### src/rtl/async_handshake_tx_if.sv
// Handshake bundle for async_handshake_tx: upstream valid/ready word input plus the
// 4-phase req/ack bus to the external peer.
interface async_handshake_tx_if #(
  parameter int DATA_W = 16
);
  logic              in_valid;
  logic [DATA_W-1:0] in_data;
  logic              in_ready;
  logic [DATA_W-1:0] tx_data;
  logic              tx_req;
  logic              tx_ack_a;
  logic              busy;
  logic              done;
  logic              timeout_err;

  // master is the transmitter that drives tx_req; slave is the upstream source plus the peer
  modport master (
    input  in_valid, in_data, tx_ack_a,
    output in_ready, tx_data, tx_req, busy, done, timeout_err
  );

  modport slave (
    output in_valid, in_data, tx_ack_a,
    input  in_ready, tx_data, tx_req, busy, done, timeout_err
  );
endinterface

### src/rtl/async_handshake_tx.sv
// Transmitter end of a 4-phase req/ack handshake: it latches one word, raises req after a
// setup delay, and follows the synchronized ack through both phases, aborting on a stall.
module async_handshake_tx #(
  parameter int DATA_W         = 16,
  parameter int SETUP_CYCLES   = 2,
  parameter int TIMEOUT_CYCLES = 1024
) (
  input logic                  clk,
  input logic                  rst_n,
  async_handshake_tx_if.master bus
);

  localparam int SU_W = 8;
  localparam int TO_W = $clog2(TIMEOUT_CYCLES);
  localparam logic [SU_W-1:0] SETUP_LAST = SU_W'(SETUP_CYCLES - 1);
  localparam logic [TO_W-1:0] TO_LAST    = TO_W'(TIMEOUT_CYCLES - 1);

  typedef enum logic [2:0] {IDLE, SETUP, REQ_HI, REQ_LO, ABORT} state_t;

  state_t            state, state_nx;
  logic              ack_meta, ack_s;
  logic [SU_W-1:0]   setup_cnt, setup_cnt_nx;
  logic [TO_W-1:0]   to_cnt, to_cnt_nx;
  logic [DATA_W-1:0] data_q, data_nx;
  logic              req_q, req_nx;
  logic              busy_q, busy_nx;
  logic              done_q, done_nx;
  logic              terr_q, terr_nx;
  logic              in_ready;
  logic              to_hit;

  // The raw ack is asynchronous; only ack_s may steer the FSM
  always_ff @(posedge clk) begin
    if (!rst_n) begin
      ack_meta <= 1'b0;
      ack_s    <= 1'b0;
    end else begin
      ack_meta <= bus.tx_ack_a;
      ack_s    <= ack_meta;
    end
  end

  always_ff @(posedge clk) begin
    if (!rst_n) begin
      state     <= IDLE;
      setup_cnt <= '0;
      to_cnt    <= '0;
      data_q    <= '0;
      req_q     <= 1'b0;
      busy_q    <= 1'b0;
      done_q    <= 1'b0;
      terr_q    <= 1'b0;
    end else begin
      state     <= state_nx;
      setup_cnt <= setup_cnt_nx;
      to_cnt    <= to_cnt_nx;
      data_q    <= data_nx;
      req_q     <= req_nx;
      busy_q    <= busy_nx;
      done_q    <= done_nx;
      terr_q    <= terr_nx;
    end
  end

  assign in_ready = (state == IDLE) && !ack_s;
  assign to_hit   = (to_cnt == TO_LAST);

  always_comb begin
    state_nx     = state;
    setup_cnt_nx = setup_cnt;
    to_cnt_nx    = to_cnt;
    data_nx      = data_q;
    req_nx       = req_q;
    busy_nx      = busy_q;
    done_nx      = 1'b0;
    terr_nx      = 1'b0;
    case (state)
      IDLE: begin
        if (bus.in_valid && in_ready) begin
          data_nx      = bus.in_data;
          busy_nx      = 1'b1;
          setup_cnt_nx = '0;
          state_nx     = SETUP;
        end
      end
      SETUP: begin
        if (setup_cnt == SETUP_LAST) begin
          req_nx    = 1'b1;
          to_cnt_nx = '0;
          state_nx  = REQ_HI;
        end else begin
          setup_cnt_nx = setup_cnt + SU_W'(1);
        end
      end
      // Ack is tested before the timeout so a same-edge race resolves in favour of the peer
      REQ_HI: begin
        if (ack_s) begin
          req_nx    = 1'b0;
          to_cnt_nx = '0;
          state_nx  = REQ_LO;
        end else if (to_hit) begin
          req_nx   = 1'b0;
          terr_nx  = 1'b1;
          state_nx = ABORT;
        end else begin
          to_cnt_nx = to_cnt + TO_W'(1);
        end
      end
      REQ_LO: begin
        if (!ack_s) begin
          done_nx  = 1'b1;
          busy_nx  = 1'b0;
          state_nx = IDLE;
        end else if (to_hit) begin
          terr_nx  = 1'b1;
          state_nx = ABORT;
        end else begin
          to_cnt_nx = to_cnt + TO_W'(1);
        end
      end
      ABORT: begin
        if (!ack_s) begin
          busy_nx  = 1'b0;
          state_nx = IDLE;
        end
      end
      default: state_nx = IDLE;
    endcase
  end

  assign bus.in_ready    = in_ready;
  assign bus.tx_data     = data_q;
  assign bus.tx_req      = req_q;
  assign bus.busy        = busy_q;
  assign bus.done        = done_q;
  assign bus.timeout_err = terr_q;

endmodule

### src/flat_wrapper.sv
// flat-port wrapper written by rule: the top's interface ports become plain ports
module async_handshake_tx_flat 
#(
  parameter int DATA_W         = 16,
  parameter int SETUP_CYCLES   = 2,
  parameter int TIMEOUT_CYCLES = 1024
)
  (clk, rst_n, bus_in_valid, bus_in_data, bus_tx_ack_a, bus_in_ready, bus_tx_data, bus_tx_req, bus_busy, bus_done, bus_timeout_err);
  async_handshake_tx_if #(.DATA_W(DATA_W)) bus_i ();
  input logic clk;
  input logic rst_n;
  input wire logic [$bits(bus_i.in_valid)-1:0] bus_in_valid;
  input wire logic [$bits(bus_i.in_data)-1:0] bus_in_data;
  input wire logic [$bits(bus_i.tx_ack_a)-1:0] bus_tx_ack_a;
  output wire logic [$bits(bus_i.in_ready)-1:0] bus_in_ready;
  output wire logic [$bits(bus_i.tx_data)-1:0] bus_tx_data;
  output wire logic [$bits(bus_i.tx_req)-1:0] bus_tx_req;
  output wire logic [$bits(bus_i.busy)-1:0] bus_busy;
  output wire logic [$bits(bus_i.done)-1:0] bus_done;
  output wire logic [$bits(bus_i.timeout_err)-1:0] bus_timeout_err;
  assign bus_i.in_valid = bus_in_valid;
  assign bus_i.in_data = bus_in_data;
  assign bus_i.tx_ack_a = bus_tx_ack_a;
  assign bus_in_ready = bus_i.in_ready;
  assign bus_tx_data = bus_i.tx_data;
  assign bus_tx_req = bus_i.tx_req;
  assign bus_busy = bus_i.busy;
  assign bus_done = bus_i.done;
  assign bus_timeout_err = bus_i.timeout_err;
  async_handshake_tx #(.DATA_W(DATA_W), .SETUP_CYCLES(SETUP_CYCLES), .TIMEOUT_CYCLES(TIMEOUT_CYCLES)) u_core (.clk(clk), .rst_n(rst_n), .bus(bus_i));
endmodule
### config.mk
export PLATFORM = sky130hd
export DESIGN_NAME = async_handshake_tx_flat
export DESIGN_NICKNAME = d
export VERILOG_FILES = /design/src/rtl/async_handshake_tx_if.sv /design/src/rtl/async_handshake_tx.sv /design/src/flat_wrapper.sv
export SDC_FILE = /design/constraint.sdc
export NUM_CORES = 1
export LEC_CHECK = 0
export ABC_AREA = 1
export CAP_MARGIN = 20
export CORE_UTILIZATION = 46
export CTS_CLUSTER_SIZE = 25
export DETAILED_ROUTE_END_ITERATION = 10
export PLACE_DENSITY = 0.75
export SLEW_MARGIN = 20
export SYNTH_ARGS = -nofsm -noshare
export SYNTH_HDL_FRONTEND = slang
export SYNTH_SLANG_ARGS = --single-unit
### constraint.sdc
create_clock -name clk -period 1.3 [get_ports clk]
set_clock_uncertainty 0.05 [all_clocks]
set_input_delay 0.26 -clock clk [delete_from_list [all_inputs] [get_ports clk]]
set_output_delay 0.26 -clock clk [all_outputs]
set_load 0.01 [all_outputs]
==> impl_metrics.env <==
export IMPL_cpMaxStageDelayCell="dfxtp_2"
export IMPL_numCtsBuffers=5
export IMPL_top_layer="met4"
export IMPL_slew_violations=0
export IMPL_path_buf_inv=3
export IMPL_met1_length_um=2910
export IMPL_critical_path_max_stage_delay_ns=0.39
export IMPL_layout_drive_gt1_share_pct=43.5
export IMPL_fillers=251
export IMPL_grt_pass1_wl_um=11100
export IMPL_crit_arrival_ns=1.75
export IMPL_antenna_found_initial=0
export IMPL_ir_drop_v=0.00124
export IMPL_nets=429
export IMPL_first_pass_iters=4
export IMPL_dieArea_sq_mm=0.00492
export IMPL_status="finished, violations left"
export IMPL_met2_length_um=3680
export IMPL_leakagePower_nw=1.52
export IMPL_path_cells="buf_6 -> inv_6 -> nand3_4 -> inv_4 -> o21ai_4 -> nand2_1 -> o21bai_1 -> nand2_1 -> nor2_1"
export IMPL_wl_met3_um=391
export IMPL_clockRootBuffer="clkbuf_8"
export IMPL_overflow=0
export IMPL_slew_headroom_pct=76.6
export IMPL_yosysSeqAreaShare_pct=40.3
export IMPL_synth_top_family_by_area="simple AND/OR/NAND/NOR gates"
export IMPL_crit_family="simple AND/OR/NAND/NOR gates"
export IMPL_start_util_pct=48.4
export IMPL_io_buffers=40
export IMPL_tightest_slew_ns=0.348
export IMPL_multi_input_area_sq_mm=0.00145
export IMPL_syn_area_per_cell_sq_um=7.17
export IMPL_syn_area_sq_mm=0.00214
export IMPL_synth_simple_area_share_pct=36.3
export IMPL_final_antenna_net_count=0
export IMPL_die_h_um=70.1
export IMPL_synthFlopType="dfxtp_1"
export IMPL_grt_usage_pct=28.8
export IMPL_num_antenna_cells=0
export IMPL_final_area_sq_mm=0.00360
export IMPL_grt_pass1_vias=2477
export IMPL_syn_to_final_growth_pct=68.5
export IMPL_finalHoldViolCount=0
export IMPL_rows=24
export IMPL_clkLatencyLatePin_ns=0.31
export IMPL_clk_path_buf_depth=2
export IMPL_ys_ff_latch=43
export IMPL_cts_tree="built"
export IMPL_start_kind="register"
export IMPL_final_common_cell="nand2_1"
export IMPL_clock_sinks=43
export IMPL_finalSetupViolations=40
export IMPL_grt_max_degree=17
export IMPL_register_area_sq_um=882
export IMPL_ys_types=32
export IMPL_syn_nets=321
export IMPL_dp_hpwl_um=3830
export IMPL_htree_levels=2
export IMPL_crit_top_cell="nand2_1"
export IMPL_core_area_sq_mm=0.00441
export IMPL_required_ns=1.49
export IMPL_power_density_mw_per_mm2=1670
export IMPL_worst_slack_ns=-0.260
export IMPL_drc_errors=0
export IMPL_power_mw=6.01
export IMPL_mostFrequentLayoutCells="nand2_1 (68), buf_4 (53), dfxtp_1 (30)"
export IMPL_rsz0062_at_grt="true"
export IMPL_gp_congestion=0.864
export IMPL_synth_top_area_share_pct=40.3
export IMPL_clk_pin_slew_worst_paths_ns=0.08
export IMPL_setup_tns_final_ns=-5.25
export IMPL_fin_crit_sh_pct=120
export IMPL_placed_area_sq_mm=0.00300
export IMPL_ys_async_sr_fraction_pct=0
export IMPL_routedWlPerCell_um=16.2
export IMPL_yosys_area_share_adder_pct=1.76
export IMPL_die_w_um=70.1
export IMPL_synthTopCellsByArea="dfxtp_1 (40%), nand2_1 (15%), a21oi_1 (7.3%)"
export IMPL_worstPathMaxFanout=7
export IMPL_yosys_area_top_type="dfxtp_1"
export IMPL_min_period_ns=1.56
export IMPL_ys_warn_count=0
export IMPL_hold_class="register to register"
export IMPL_synth_edff_count=0
export IMPL_io_pins=41
export IMPL_dr_total_vias=2479
export IMPL_synth_xor_area_share_pct=0.410
export IMPL_violations="setup timing"
export IMPL_synth_mux_area_share_pct=0
export IMPL_wl_um=7420
export IMPL_syn_inst=298
export IMPL_fmax_mhz=641
export IMPL_dr_first_iter_drc_count=254
export IMPL_max_cap_viol_count=0
export IMPL_vias_per_cell=5.40
export IMPL_cp_end_kind="register"
export IMPL_crit_type="register to register"
export IMPL_synth_compound_area_share_pct=12.7
==> repair_timing <==
item / CTS / global route
hold buffers: 0 / 0
setup endpoints to repair: 46 / 42
buffers inserted: 13 / 8
resized for setup: 71 / 44
cloned: 4 / 0
pin swaps: 28 / 18
==> cell type report <==
type / count / area share (%)
Clock inverter: 3 / 1.22
Inverter: 33 / 4.31
Multi-Input combinational cell: 218 / 40.2
Sequential cell: 43 / 24.5
Timing Repair Buffer: 105 / 26.1
Clock buffer: 5 / 1.91
Tap cell: 52 / 1.81
==> cell usage after synthesis (2+ instances only) <==
cell type and instances:
nand2_1 84, dfxtp_1 43, a21oi_1 31, inv_1 28, nor2_1 25, nand3_1 19
nor2_2 7, nand4_1 6, nor3_1 6, nand2_2 5, a21oi_2 4, inv_2 4
nand3b_1 4, buf_2 3, buf_6 3, ha_1 3, o21ai_0 3, clkbuf_1 2
nand2_4 2, nand3_2 2, nor2_4 2, o21ai_1 2
==> power breakdown <==
group / total [mW] / leakage, nW / internal, mW / switching [mW]
registers: 1.65 / 0.356 / 1.51 / 0.139
clock network: 1.07 / 0.0581 / 0.572 / 0.496
logic: 3.29 / 1.11 / 1.50 / 1.79
total: 6.01 / 1.52 / 3.58 / 2.43
==> through the flow <==
| step | instances | hold slack [ns] | setup slack (ns) | util, % |
|---|---|---|---|---|
| after CTS | 454 | 0.367 | -0.199 | 77.7 |
| after global routing | 459 | 0.387 | -0.326 | 81.5 |
| after global placement | 429 | 0.348 | -0.143 | 68.0 |
| final | 459 | 0.362 | -0.260 | 81.5 |
| after detailed placement | 429 | 0.357 | -0.171 | 68.0 |
| after floorplan | 298 | 0.303 | -0.0427 | - |
==> layer usage <==
layer  vias to the layer above  global-route usage, %
met5                         -                      0
met4                         0                   18.4
met3                        46                   6.20
met2                       109                   50.7
met1                      1141                   30.8
li1                       1183                      -
==> kinds of logic (layout without fill, tap and decap cells) <==
| logic type | count (synthesis) | count (layout) |
|---|---|---|
| and+or+nand+nor | 165 | 169 |
| xor gates and xnor gates | 1 | 1 |
| adders and majority gates | 3 | 3 |
| DFF | 43 | 43 |
| buffers and inverters | 41 | 146 |
| AOI/OAI and AO/OA | 45 | 45 |
==> sequential cells by signal, summed over array words and instances (netlist names) <==
| name | cells |
|---|---|
| u_core.ack_s | 1 |
| u_core.state | 3 |
| u_core.setup_cnt | 8 |
| u_core.bus.done | 1 |
| u_core.ack_meta | 1 |
| u_core.bus.busy | 1 |
| u_core.bus.tx_data | 16 |
| u_core.bus.timeout_err | 1 |
| u_core.bus.tx_req | 1 |
| u_core.to_cnt | 10 |
==> path summary, 6_finish.rpt <==
path	from	cells past startpoint	endpoint	slack, ns
worst min-delay path	u_core.ack_meta$_SDFF_PN0_	2	u_core.ack_s$_SDFF_PN0_	0.36
worst max register to register	u_core.state[1]$_SDFFE_PN0P_	9	u_core.to_cnt[4]$_SDFFE_PN0P_	-0.26
worst max-delay path	u_core.state[1]$_SDFFE_PN0P_	9	u_core.to_cnt[4]$_SDFFE_PN0P_	-0.26
worst min register to register	u_core.ack_meta$_SDFF_PN0_	2	u_core.ack_s$_SDFF_PN0_	0.36
==> worst min-delay path, delay by kind of cell, from the launching register on <==
kind	cells	cell delay, ns
AND/OR/NAND/NOR	1	0.05
buffers and inverters	1	0.03
flip-flops	1	0.31
No activity file was read; power rests on OpenSTA's default activity.
